`src/rtl/booth_mac_seq.sv`:
```
// booth_mac_seq: sequences one Booth multiplier job per operand pair and folds each product
// into a saturating accumulator, with a watchdog that aborts a job the multiplier never finishes.
module booth_mac_seq #(
    parameter int TIMEOUT = 31,
    parameter int ACC_W   = 24
) (
    input  logic             clk,
    input  logic             reset,
    input  logic             in_valid,
    output logic             in_ready,
    input  logic [7:0]       in_mplier,
    input  logic [7:0]       in_mpcand,
    input  logic             acc_clr,
    output logic [7:0]       mul_mplier,
    output logic [7:0]       mul_mpcand,
    output logic             mul_go,
    output logic             mul_reset,
    input  logic             mul_over,
    input  logic [15:0]      mul_pdt,
    output logic             out_valid,
    input  logic             out_ready,
    output logic [15:0]      out_pdt,
    output logic [ACC_W-1:0] out_acc,
    output logic             sat,
    output logic             err
);
    typedef enum logic [2:0] {IDLE, LOAD, GO, WAIT, ACC, OUT} state_t;
    state_t state, state_nx;
    logic [4:0]       cnt;
    logic [ACC_W-1:0] acc, base;
    logic [ACC_W:0]   sum;
    logic             clamp, timeout;

    assign timeout = cnt == 5'(TIMEOUT - 1);
    // clear takes effect before the add when both land in the ACC cycle
    assign base    = acc_clr ? '0 : acc;
    assign sum     = {base[ACC_W-1], base} + {{(ACC_W - 15){out_pdt[15]}}, out_pdt};
    assign clamp   = sum[ACC_W] ^ sum[ACC_W-1];
    assign out_acc = acc;

    always_ff @(posedge clk or posedge reset)
        if (reset) state <= IDLE;
        else       state <= state_nx;

    always_comb begin
        state_nx  = state;
        in_ready  = 1'b0;
        mul_reset = 1'b0;
        mul_go    = 1'b0;
        out_valid = 1'b0;
        case (state)
            IDLE: begin
                in_ready = 1'b1;
                state_nx = in_valid ? LOAD : IDLE;
            end
            LOAD: begin
                mul_reset = 1'b1;
                state_nx  = GO;
            end
            GO: begin
                mul_go   = 1'b1;
                state_nx = WAIT;
            end
            WAIT: state_nx = mul_over ? ACC : timeout ? IDLE : WAIT;
            ACC:  state_nx = OUT;
            OUT: begin
                out_valid = 1'b1;
                state_nx  = out_ready ? IDLE : OUT;
            end
            default: state_nx = IDLE;
        endcase
    end

    always_ff @(posedge clk or posedge reset)
        if (reset) begin
            cnt        <= '0;
            mul_mplier <= '0;
            mul_mpcand <= '0;
            out_pdt    <= '0;
            acc        <= '0;
            sat        <= 1'b0;
            err        <= 1'b0;
        end else begin
            if (state == IDLE && in_valid) begin
                mul_mplier <= in_mplier;
                mul_mpcand <= in_mpcand;
                err        <= 1'b0;
            end
            if (state == GO) cnt <= '0;
            else if (state == WAIT) cnt <= cnt + 5'd1;
            if (state == WAIT && mul_over) out_pdt <= mul_pdt;
            if (state == WAIT && !mul_over && timeout) err <= 1'b1;
            if (state == ACC) begin
                acc <= clamp ? (sum[ACC_W] ? {1'b1, {(ACC_W - 1){1'b0}}} : {1'b0, {(ACC_W - 1){1'b1}}})
                             : sum[ACC_W-1:0];
                sat <= (sat & ~acc_clr) | clamp;
            end else if (acc_clr) begin
                acc <= '0;
                sat <= 1'b0;
            end
        end
endmodule
```
`config.mk`:
```
export PLATFORM = sky130hd
export DESIGN_NAME = booth_mac_seq
export DESIGN_NICKNAME = d
export VERILOG_FILES = /design/src/rtl/booth_mac_seq.sv
export SDC_FILE = /design/constraint.sdc
export NUM_CORES = 1
export LEC_CHECK = 0
export ABC_CLOCK_PERIOD_IN_PS = 4950
export CORE_MARGIN = 2
export CORE_UTILIZATION = 26
export DETAILED_ROUTE_END_ITERATION = 12
export GPL_TIMING_DRIVEN = 0
export PLACE_DENSITY = 0.48
export SETUP_SLACK_MARGIN = 0.5
export SYNTH_ARGS = -nofsm -noshare
export SYNTH_HDL_FRONTEND = slang
export SYNTH_SLANG_ARGS = --single-unit
```
`constraint.sdc`:
```
create_clock -name clk -period 4.95 [get_ports clk]
set_clock_uncertainty 0.15 [all_clocks]
set_input_delay 0.99 -clock clk [delete_from_list [all_inputs] [get_ports clk]]
set_output_delay 0.99 -clock clk [all_outputs]
set_load 0.005 [all_outputs]
```
# Yosys cells after proc, flatten, opt, wreduce, memory -nomap -nowiden
# Cells that the tools add are included.
[word_totals]
ff_bits = 66
latch_bits = 0
ramBits = 0
romBits = 0
out_inout_bits = 62
elab_cells = 48
mem_count = 0
[classes]
n_addsub = 2
multipliers = 0
n_div = 0
magnitude_cmp = 0
eq_ne = 6
shift = 0
n_mux = 19
bitwise = 4
reduce_logical = 9
[op_table]
columns = ["op", "count"]
rows = [
  ["2-to-1 mux 24 bit", 4],
  ["adder 24 x 16 -> 25 bit", 1],
  ["one-hot mux 3 bit (6 select lines)", 1],
  ["2-to-1 mux 5 bit", 2],
  ["2-to-1 mux 1 bit", 9],
  ["equality test 3 x 2 -> 1 bit, second input constant", 2],
  ["equality test 3 bit, second input constant", 2],
  ["2-to-1 mux 3 bit", 2],
  ["nonzero test 2 bit", 3],
  ["adder 5 x 1 -> 5 bit, second input constant", 1],
  ["equality test 5 bit, second input constant", 1],
  ["logical AND 1 bit", 4],
  ["equality test 3 x 1 -> 1 bit, second input constant", 1],
  ["logical NOT 3 bit", 1],
  ["2-to-1 mux 2 bit", 1],
  ["bitwise AND 1 bit", 1],
  ["logical NOT 1 bit", 1],
  ["NOT 1 bit", 1],
  ["OR 1 bit", 1],
  ["XOR 1 bit", 1],
]

# Longest topological paths before layout
[logic_depth]
ltp_word = 5
mapped_depth = 15
ltp_nobuf = 12

# Least setup slack after synthesis
# Ideal clock, no wire load.
[synth_path]
path_kind = "input -> register"
startpoint = "in acc_clr"
endpoint = "reg acc[1], in the netlist out_acc[1]"
arrival_ns = 3.400
required_time_ns = 4.674
path_slack_ns = 1.274
path_stages = 15
n_path_buf = 3
cell_sequence = "clkbuf_1 > nor2b_1 > ha_1 > inv_1 > fa_1 > nor2b_4 > o21ai_2 > o211ai_2 > o311ai_2 > a211oi_2 > o31a_1 > buf_6 > o21ai_4 > buf_6 > o22ai_2"
[synth_via]
elab_chain_cells = 5
word_cells_on_any_way = 6
cone_classes = "add/sub (1); mux (4); bitwise (1)"
[synth_rtl]
columns = ["item", "line", "text"]
rows = [
  ["start, declared", "13", "input logic acc_clr,"],
  ["2-to-1 mux 24 bit *", "-", ""],
  ["adder 24 x 16 -> 25 bit", "37", "assign sum = {base[ACC_W-1], base} + {{(ACC_W - 15){out_pdt[15]}}, out_pdt};"],
  ["2-to-1 mux 24 bit or XOR 1 bit (tied branches)", "94, 38", ""],
  ["2-to-1 mux 24 bit", "94", "acc <= clamp ? (sum[ACC_W] ? {1'b1, {(ACC_W - 1){1'b0}}} : {1'b0, {(ACC_W - 1){1'b1}}})"],
  ["2-to-1 mux 24 bit *", "93", "if (state == ACC) begin"],
  ["end signal, assigned", "94", ""],
  ["end, declared", "30", "logic [ACC_W-1:0] acc, base;"],
]
# Every way passes the cells marked *; elsewhere a longest branch is shown, timed or not.
# A chain may end at the register's enable or synchronous reset.

# Worst setup path after layout
[layout_path]
startpoint = "in acc_clr"
endpoint = "reg acc[7], in the netlist out_acc[7]"
# Same word-level chain as after synthesis.

==> flow_summary.yaml <==
sta:
  relSlewSlack: 0.430
  setup_violations: 0
  setup_tns_ns: 0
  post-route-period-util: 0.838
  hold_viol_final: 0
  rsz0062_at_grt: "false"
  drv_slew: 0
  post-route-min-period_ns: 4.15
  fmax_ghz: 0.241
  max_slew.worst_pin.slew_ns: 0.855
pwr:
  power_density_nw_per_um2: 584
  p_leak_nw: 2.50
  vdd_drop_max_mv: 0.279
  power_mw: 3.34
routing:
  wl_per_cell_um: 15.2
  final_antenna_net_count: 0
  drc: 0
  vias_per_cell: 4.69
  wl_mm: 11.3
  drt_iter0_drc: 102
  drtPass1Iterations: 4
  vias: 3476
clock_network:
  cts_tree: "done"
  clk_pin_slew_worst_paths_ns: 0.06
  clk_path_buf_depth: 2
  post_cts_buffers: 0
  numCtsBuffers: 9
  cts_root_buffer: "clkbuf_16"
  clkLatencyLatePin_ns: 0.33
  ctsHtreeMaxLevel: 3
  cts_sinks: 66
worst_setup_path:
  cp-start-kind: "primary input"
  crit_chain: "dlygate4sd2_1, clkbuf_4, nor2b_1, ha_1, inv_1, fa_1, nor2b_4, o21ai_2, o211ai_2, o311ai_2, a211oi_2, o31a_1, buf_6, buf_4, a21oi_1, o2bb2ai_1"
  cp_slowest_cell: "fa_1"
  cp_slowest_stage_delay_ns: 0.44
  startpoint: "acc_clr"
  arrival_ns: 4.25
  cp.required_ns: 5.05
  crit_type: "primary input to register"
  r2r-end: "out_acc[7]$_DFF_PP0_"
  crit_fanout: 10
  rrSetupSlack_ns: 1.69
  r2r_start: "out_acc[0]$_DFF_PP0_"
  rr_worst_depth: 14
  end_kind: "register"
  cp-endpoint: "out_acc[7]$_DFF_PP0_"
synthesis:
  async_flop_share: 1.00
  avgSynthCellArea_um2: 10.2
  ys_seq_area_frac: 0.397
  synth-seq-cells: 66
  yosysMostFrequentCell: "dfrtp_1"
  ys_top_cells_by_area: "dfrtp_1 40%, mux2_2 8.7%, ha_1 7.8%"
  synth_edf_count: 0
  synth_cells: 410
  synth.distinct_cells: 61
  netlist.top_cell.by_area: "dfrtp_1"
  synthesis.area_um2: 4170
  yosys_warnings: 0
  yosysTopAreaCellShare: 0.397
  synth_fp_nets: 475
  synth_flop_cell: "dfrtp_1"
  synth_common_cells: "66 x dfrtp_1, 39 x a21oi_1, 32 x mux2_2, 29 x nand2_1, 27 x nor2b_1"
global_route:
  antenna_found_initial: 0
  grt_pass1_vias: 3573
  grt_start_max_net_pins: 67
  track_usage: 0.141
  grt.overflow.total: 0
  grt_pass1_wl_mm: 18.7
placed_design:
  place.gp.congestion: 0.843
  hpwl_mm: 8.34
  dp.cells: 725
  portBuffers: 99
final_layout:
  num-nets-final: 585
  num_antenna_cells: 0
  area_growth_pct: 37.2
  layout-drive-gt1-share: 0.145
  stdcell_count: 741
die:
  die_w_um: 131
  coreArea_um2: 15800
  die_h_um: 131
  die_area_um2: 17000
  start_util: 0.264
  rows: 46
  ios: 100
outcome:
  status: "completed"
run:
  cap_violations: 0
hold_path:
  hold_class: "register to register"
-- placed cells by master, fill, tap and decap left out, types with 2 or more instances in the layout --
master and instances:
xor2_1 9, nand2_1 29, a21oi_1 39, xnor2_1 9, o2bb2ai_1 19, nand2b_1 5
dfrtp_1 66, buf_6 6, nor3_1 7, a31o_2 2, o22ai_1 2, a2bb2oi_1 2
clkinv_2 2, nor2b_1 27, o21ai_0 14, clkbuf_8 2, a211oi_1 4, o21ai_1 2
a21o_1 10, mux2_2 32, nor2_1 9, a31oi_1 2, or3_1 3, o21a_1 3
and2_1 2, o211ai_1 3, inv_1 13, a22o_1 2, o21bai_1 2, ha_1 26
buf_2 3, a22oi_1 2, clkbuf_16 9, clkdlybuf4s50_1 98, nand4_1 6, buf_4 3
clkbuf_1 9, nand3_1 9
-- worst min path at each step --
stage,end,depth (start not counted),slack (ns),from
final,mul_mpcand[3]$_DFFE_PP0P_,1,0.36,mul_mpcand[3]$_DFFE_PP0P_
after global routing,mul_mplier[3]$_DFFE_PP0P_,1,0.38,mul_mplier[3]$_DFFE_PP0P_
after CTS,mul_mpcand[3]$_DFFE_PP0P_,1,0.36,mul_mpcand[3]$_DFFE_PP0P_
after detailed placement,mul_mpcand[5]$_DFFE_PP0P_,1,0.35,mul_mpcand[5]$_DFFE_PP0P_
after global placement,mul_mpcand[2]$_DFFE_PP0P_,1,0.34,mul_mpcand[2]$_DFFE_PP0P_
after floorplan,cnt[2]$_DFFE_PP0P_,1,0.34,cnt[2]$_DFFE_PP0P_
-- state kept, by name, summed over array words and instances, names as in the netlist --
signal	count
out_pdt	16
mul_mpcand	8
mul_mplier	8
sat	1
state	3
out_acc	24
cnt	5
err	1
-- through the flow --
step | area (µm²) | setup WS [ns] | hold slack (ns) | utilization
2_1_floorplan | 4170 | 1.27 | 0.343 | -
3_3_place_gp | 5430 | -0.0659 | 0.341 | 0.344
3_5_place_dp | 5430 | -0.0506 | 0.345 | 0.344
4_1_cts | 5720 | 0.753 | 0.362 | 0.362
5_1_grt | 5720 | 0.529 | 0.381 | 0.362
6_report | 5720 | 0.803 | 0.356 | 0.362
-- worst max-delay path: cells and delay by family --
| kind | cells | cell delay [ns] |
|---|---|---|
| AOI/OAI and AO/OA | 7 | 1.31 |
| buffers and inverters | 5 | 0.97 |
| adders and majority gates | 2 | 0.66 |
| and+or+nand+nor | 2 | 0.32 |
-- cell families (layout without fill, tap and decap cells) --
kind of cell	Yosys count	count (layout)	synth area share
DFF	66	66	0.397
buffers and inverters	37	152	0.0478
xor gates and xnor gates	19	19	0.0418
muxes	32	32	0.0865
and+or+nand+nor	104	104	0.132
adders and majority gates	27	27	0.0829
AOI/OAI and AO/OA	125	125	0.213
-- final cells by class --
class,count,area (µm²)
Clock buffer,12,256
Sequential cell,66,1650
Multi-Input combinational cell,307,2310
Fill cell,1638,10100
Buffer,23,151
Tap cell,216,270
Inverter,14,55.1
Timing Repair Buffer,99,990
Clock inverter,4,26.3
-- power by group --
part           internal (mW)  total [mW]  leakage [nW]  switching, mW
Clock                  0.366       0.611         0.139          0.245
Sequential             0.750       0.912         0.844          0.162
Combinational          0.953        1.81          1.51          0.861
-- per-layer routing --
metal  vias up  global-route usage  share of wire  routed length, µm
met1      1663               0.174           0.45               5040
met5         -                   0              0                  0
met3         6              0.0623          0.087                981
met4         0              0.0282         0.0073                 82
li1       1715                   -              -                  -
met2        92               0.231           0.46               5170
-- what timing repair did --
item                                    in CTS  in global routing
endpoints found under the setup margin      25                  1
hold endpoints to repair                     0                  0
gates resized for setup                      4                  0
pin swaps                                    0                  1
hold buffers                                 0                  0
Power figures use the tool's default switching activity.
